[src/rtl/wb_ram_arb_pkg.sv]
// -----------------------------------------------------------------------------
// wb_ram_arb_pkg
// Shared constants for the two-master Wishbone RAM arbiter:
//   - state encoding (IDLE / OWN0 / OWN1), kept as plain 2-bit constants so
//     older tools and waveform scripts that expect fixed codes still work
//   - default bus widths and the timeout counter width
// No ports (package).
// -----------------------------------------------------------------------------
package wb_ram_arb_pkg;

  localparam logic [1:0] ST_IDLE = 2'd0;
  localparam logic [1:0] ST_OWN0 = 2'd1;
  localparam logic [1:0] ST_OWN1 = 2'd2;

  localparam int ARB_ADDR_WIDTH = 32;
  localparam int ARB_DATA_WIDTH = 32;
  localparam int ARB_TMO_CNT_W  = 16;

endpackage

[src/rtl/wb_ram_arb_rr_pick2.sv]
// -----------------------------------------------------------------------------
// rr_pick2
// Combinational two-way round-robin chooser.
// Ports:
//   req[1:0]   in   request vector, bit i = requester i
//   lastOwner  in   index of the requester granted most recently
//   pick[1:0]  out  one-hot winner, 00 when nobody requests
// On a tie the requester that did not own last time wins.
// -----------------------------------------------------------------------------
module rr_pick2
  import wb_ram_arb_pkg::*;
(
  input  logic [1:0] req,
  input  logic       lastOwner,
  output logic [1:0] pick
);

  always_comb begin
    pick = req;
    if (req == 2'b11) begin
      pick = lastOwner ? 2'b01 : 2'b10;
    end
  end

endmodule

[src/rtl/wb_ram_arbiter.sv]
// -----------------------------------------------------------------------------
// wb_ram_arbiter
// Two-master, one-slave round-robin arbiter for the single-ported Wishbone RAM
// bus. A grant is held for one whole transaction (until slave ack or master
// abort) and the arbiter always spends at least one IDLE cycle between
// transactions so the toggle-ack RAM sees its strobe drop.
//
// Ports:
//   clock, reset                 clock (rising edge), async active-low reset
//   m0*/m1*                      master ports: CycleStrobe, WriteEnable,
//                                Address, WriteData in; ReadData, Ack out
//   s*                           slave port: CycleStrobe, WriteEnable,
//                                Address, WriteData out; ReadData, Ack in
//   timeoutError                 (only with WB_RAM_ARB_TIMEOUT_EN) one-cycle
//                                pulse when an ack wait times out
//   grant[1:0]                   one-hot current owner, 00 when idle
//
// Optional feature macro: WB_RAM_ARB_TIMEOUT_EN
//   When defined, an owner waiting TIMEOUT_CYCLES cycles without sAck gets a
//   forced ack plus timeoutError, and the bus returns to IDLE.
// -----------------------------------------------------------------------------
module wb_ram_arbiter
  import wb_ram_arb_pkg::*;
#(
  parameter int ADDR_WIDTH     = ARB_ADDR_WIDTH,
  parameter int DATA_WIDTH     = ARB_DATA_WIDTH,
  parameter int TIMEOUT_CYCLES = 255
) (
  input  logic                  clock,
  input  logic                  reset,

  input  logic                  m0CycleStrobe,
  input  logic                  m0WriteEnable,
  input  logic [ADDR_WIDTH-1:0] m0Address,
  input  logic [DATA_WIDTH-1:0] m0WriteData,
  output logic [DATA_WIDTH-1:0] m0ReadData,
  output logic                  m0Ack,

  input  logic                  m1CycleStrobe,
  input  logic                  m1WriteEnable,
  input  logic [ADDR_WIDTH-1:0] m1Address,
  input  logic [DATA_WIDTH-1:0] m1WriteData,
  output logic [DATA_WIDTH-1:0] m1ReadData,
  output logic                  m1Ack,

  output logic                  sCycleStrobe,
  output logic                  sWriteEnable,
  output logic [ADDR_WIDTH-1:0] sAddress,
  output logic [DATA_WIDTH-1:0] sWriteData,
  input  logic [DATA_WIDTH-1:0] sReadData,
  input  logic                  sAck,

`ifdef WB_RAM_ARB_TIMEOUT_EN
  output logic                  timeoutError,
`endif
  output logic [1:0]            grant
);

  if (TIMEOUT_CYCLES < 1 || TIMEOUT_CYCLES > 65535) begin : g_bad_timeout
    $error("wb_ram_arbiter: TIMEOUT_CYCLES must be in 1..65535");
  end

  logic [1:0] state_q, state_d;
  logic       last_q, last_d;
  logic [1:0] pick;
  logic       own0, own1;
  logic       ownerStrobe;
  logic       timeoutHit;
  logic       ackIn;

  rr_pick2 u_pick (
    .req       ({m1CycleStrobe, m0CycleStrobe}),
    .lastOwner (last_q),
    .pick      (pick)
  );

  assign own0        = (state_q == ST_OWN0);
  assign own1        = (state_q == ST_OWN1);
  assign ownerStrobe = (own0 & m0CycleStrobe) | (own1 & m1CycleStrobe);

`ifdef WB_RAM_ARB_TIMEOUT_EN
  logic [ARB_TMO_CNT_W-1:0] cnt_q, cnt_d;

  // Counter is held at zero in IDLE, so it is already clear on entry to OWNx.
  always_comb begin
    cnt_d = '0;
    if ((own0 | own1) && !sAck && (cnt_q != {ARB_TMO_CNT_W{1'b1}})) begin
      cnt_d = cnt_q + 1'b1;
    end
  end

  always_ff @(posedge clock or negedge reset) begin
    if (!reset) begin
      cnt_q <= '0;
    end else begin
      cnt_q <= cnt_d;
    end
  end

  assign timeoutHit   = (own0 | own1) && (cnt_q == ARB_TMO_CNT_W'(TIMEOUT_CYCLES));
  assign timeoutError = ownerStrobe & timeoutHit;
`else
  assign timeoutHit = 1'b0;
`endif

  // A timeout behaves exactly like a slave ack towards the owner.
  assign ackIn = sAck | timeoutHit;

  always_comb begin
    state_d = state_q;
    last_d  = last_q;
    case (state_q)
      ST_IDLE: begin
        if (pick[0]) begin
          state_d = ST_OWN0;
          last_d  = 1'b0;
        end else if (pick[1]) begin
          state_d = ST_OWN1;
          last_d  = 1'b1;
        end
      end
      // Strobe drop (abort) or ack both end the transaction; abort wins, so
      // an ack arriving in the abort cycle is simply discarded.
      ST_OWN0: if (!m0CycleStrobe || ackIn) state_d = ST_IDLE;
      ST_OWN1: if (!m1CycleStrobe || ackIn) state_d = ST_IDLE;
      default: state_d = ST_IDLE;
    endcase
  end

  always_ff @(posedge clock or negedge reset) begin
    if (!reset) begin
      state_q <= ST_IDLE;
      last_q  <= 1'b1;
    end else begin
      state_q <= state_d;
      last_q  <= last_d;
    end
  end

  // Bus muxing depends only on the registered state; no request-to-grant path.
  always_comb begin
    sWriteEnable = 1'b0;
    sAddress     = '0;
    sWriteData   = '0;
    if (own0) begin
      sWriteEnable = m0WriteEnable;
      sAddress     = m0Address;
      sWriteData   = m0WriteData;
    end else if (own1) begin
      sWriteEnable = m1WriteEnable;
      sAddress     = m1Address;
      sWriteData   = m1WriteData;
    end
  end

  assign sCycleStrobe = ownerStrobe;
  assign m0Ack        = own0 & m0CycleStrobe & ackIn;
  assign m1Ack        = own1 & m1CycleStrobe & ackIn;
  assign m0ReadData   = sReadData;
  assign m1ReadData   = sReadData;
  assign grant        = {own1, own0};

endmodule

[config.mk]
export PLATFORM = sky130hd
export DESIGN_NAME = wb_ram_arbiter
export DESIGN_NICKNAME = d
export VERILOG_FILES = /design/src/rtl/wb_ram_arb_pkg.sv /design/src/rtl/wb_ram_arb_rr_pick2.sv /design/src/rtl/wb_ram_arbiter.sv
export SDC_FILE = /design/constraint.sdc
export NUM_CORES = 1
export LEC_CHECK = 0
export ABC_AREA = 1
export ABC_CLOCK_PERIOD_IN_PS = 1300
export CAP_MARGIN = 20
export CELL_PAD_IN_SITES_DETAIL_PLACEMENT = 1
export CELL_PAD_IN_SITES_GLOBAL_PLACEMENT = 2
export CORE_MARGIN = 2
export CORE_UTILIZATION = 10
export DETAILED_ROUTE_END_ITERATION = 8
export PLACE_DENSITY = 0.95
export SYNTH_ARGS = -nofsm -noshare
export SYNTH_HDL_FRONTEND = slang
export SYNTH_SLANG_ARGS = --single-unit
[constraint.sdc]
create_clock -name clock -period 1.3 [get_ports clock]
set_clock_uncertainty 0.1 [all_clocks]
set_input_delay 0.26 -clock clock [delete_from_list [all_inputs] [get_ports clock]]
set_output_delay 0.26 -clock clock [all_outputs]
set_load 0.02 [all_outputs]
==> run metrics <==
FP Rows=44; outcome=complete, but fails checks; Final min period=~1.8 ns; CP Capture Type=output pin; htree depth=1; setup ws final=-0.539 ns; vias in the first global route=between 2,000 and 3,000; most area-hungry cell type in the Yosys netlist=nand2_1; CP startpoint=state_q[0]$_DFFE_PN0P_; CTS Hold Bufs=0; most common cell in the netlist=nand2_1; Final Hold Viols=0; Yosys cell types=15; share of cells above drive strength 1=47.0%; data required time of the worst path=0.94 ns; Crit Path Max Fanout=10; Crit path arrival time=1.48 ns; worst skew pair latency=0.22 ns; initial core utilization=between 10% and 20%; Filler Cell Count=around 1,800; Setup violations, final=between 70 and 80; failing checks=negative setup slack; Clock Tree Root=clkbuf_16; Routed WL=9520 um; Seq cells post-synth=3; Worst-path clk slew=approximately 0.030 ns; Final nets=approximately 630; die width=between 100 and 150 um; Fmax=~540 MHz; first-pass GRT wire length=13,000 um; GR Util All Layers=about 10%; CORE AREA=around 0.015 mm^2; number of synthesized flops with an enable pin=0; VDD IR max=between 0.5 and 0.6 mV; cts bufs inserted=3; Crit Path Category=flip-flop to output pin; ANT cells=0; gr ovfl total=0; DIE HEIGHT=~130 um; CTS tree=built; Synth area leaders=nand2_1 (49%), buf_4 (35%), dfrtp_1 (3.3%); Pre-antenna DRT Iters=4; Post-Synthesis Cell Area=0.00151 mm^2; vias per cell=3.73; Yosys top cell area share=between 40% and 50%; Tcrit/Tclk final=141%; final setup TNS=-31.44 ns; Ports=about 300; fin util=28.2%; critical path startpoint category=flip-flop; slew at the pin with the worst max-slew slack=0.218 ns; Rel. slew slack=85.4%; DR vias=2,405; routability congestion estimate from global placement=between 0.6 and 0.7; largest net degree at the start of global routing=39; TritonCTS Sinks=3; Synth warnings=0; Detail Route Antenna Nets=0; Final Max Slew Viols=0; antenna violations before repair=0; Final Power=just over 6 mW; Synth Flop Type=dfrtp_1; Routed WL per cell=~15 um; async set or reset register ratio after synthesis=between 90% and 100%; Residual DRC=0; R2R depth=7; Die ar.=about 0.016 mm^2; drt first-iter violations=45; largest buffer count on any clock path=2; RSZ-0062 raised after global routing=true; Reg2Reg Launch Point=state_q[0]$_DFFE_PN0P_; IO Port Bufs=204; Syn Area/Cell=about 5.0 um^2; Post-DP HPWL=6670 um; cell count after synthesis=just over 300; Min Hold Slack=about 0.13 ns; Layout area overhead=174%; syn_nets=around 470; max cap viols=0; leakage power=approximately 1.9 nW; worst hold path class=input port to asynchronous set/reset pin; sequential element share of the synthesized area=5.05%; most instantiated cells after synthesis=nand2_1 (198), buf_4 (70), buf_2 (7), inv_1 (7), nand3_1 (4); P per Cell Area=~1500 mW/mm^2
==> layout make-up <==
| cell class | count | area (um^2) | share of cell area (%) |
|---|---|---|---|
| well taps | 184 | 230 | 5.57 |
| flip-flops and latches | 3 | 77.6 | 1.88 |
| repair buffers | 234 | 2520 | 61.0 |
| multi-input cells | 211 | 1180 | 28.6 |
| clock buffers | 4 | 78.8 | 1.91 |
| inverters | 8 | 42.5 | 1.03 |
==> worst paths after layout <==
kind / to / slack, ns
worst max-delay path: sWriteData[4] / -0.54
worst min-delay path: state_q[1]$_DFFE_PN0P_ / 0.13
worst max register to register: state_q[0]$_DFFE_PN0P_ / -0.05
worst min register to register: last_q$_DFFE_PN1P_ / 0.40
max in group asynchronous: last_q$_DFFE_PN1P_ / 0.74
min in group clock: last_q$_DFFE_PN1P_ / 0.40
==> layer usage <==
metal | routed length, um | track usage [%] | share of wire, % | vias up
li1 | - | - | - | 1147
met3 | 1050 | 4.05 | 11 | 10
met1 | 3250 | 9.55 | 34 | 1072
met2 | 5160 | 20.9 | 54 | 176
met4 | 72 | 1.55 | 0.76 | 0
met5 | 0 | 0 | 0 | -
==> cells in the final DEF (no fill, tap or decap) <==
cell and instances:
a21oi_1 1, buf_12 9, buf_16 1, buf_2 1
buf_4 20, buf_6 63, buf_8 4, clkbuf_1 1
clkbuf_16 5, clkdlybuf4s50_1 134, clkinv_8 1, dfrtp_1 1
dfrtp_2 1, dfstp_2 1, inv_1 4, inv_2 3
nand2_1 97, nand2_2 86, nand2_4 15, nand3_1 2
nand3_2 2, nor2_1 1, nor2_4 1, nor3_4 2
o21ai_0 1, o21ai_1 2, o22ai_2 1
==> flip-flops by register name, summed over array words and instances, names as in the netlist <==
name	count
last_q	1
state_q	2
==> cell families after synthesis <==
logic type | synth area share, %
AO/OA/AOI/OAI | 1.74
buffers and inverters | 41.3
flip-flops | 5.05
AND/OR/NAND/NOR | 51.9
==> what timing repair did <==
action	in CTS	in global routing
cloned	3	4
pin swaps	3	12
endpoints found under the setup margin	70	72
gates resized for setup	405	86
setup buffers	13	5
==> power breakdown <==
part | leakage, nW | switching [mW] | internal [mW] | total, mW
clock | 0.0382 | 0.0817 | 0.405 | 0.486
sequential | 0.0352 | 0.0406 | 0.144 | 0.184
combinational | 1.85 | 2.77 | 2.72 | 5.49
total | 1.93 | 2.90 | 3.27 | 6.16
==> metrics by stage <==
| stage | area [um^2] | setup slack, ns | std cells |
|---|---|---|---|
| floorplan | 1720 | -0.0514 | 302 |
| global placement | 3500 | -0.720 | 619 |
| detailed placement | 3500 | -0.802 | 619 |
| CTS | 3860 | -0.609 | 639 |
| global route | 4130 | -0.585 | 644 |
| finish | 4130 | -0.539 | 644 |
==> critical path, stage by stage, from the launching register on <==
cell and delay [ns]:
dfrtp_2 0.43, nor2_4 0.22, buf_6 0.16, clkbuf_16 0.16, nand2_1 0.07, nand2_2 0.08, buf_6 0.11
Note: power is estimated with default switching activity, not from simulation.
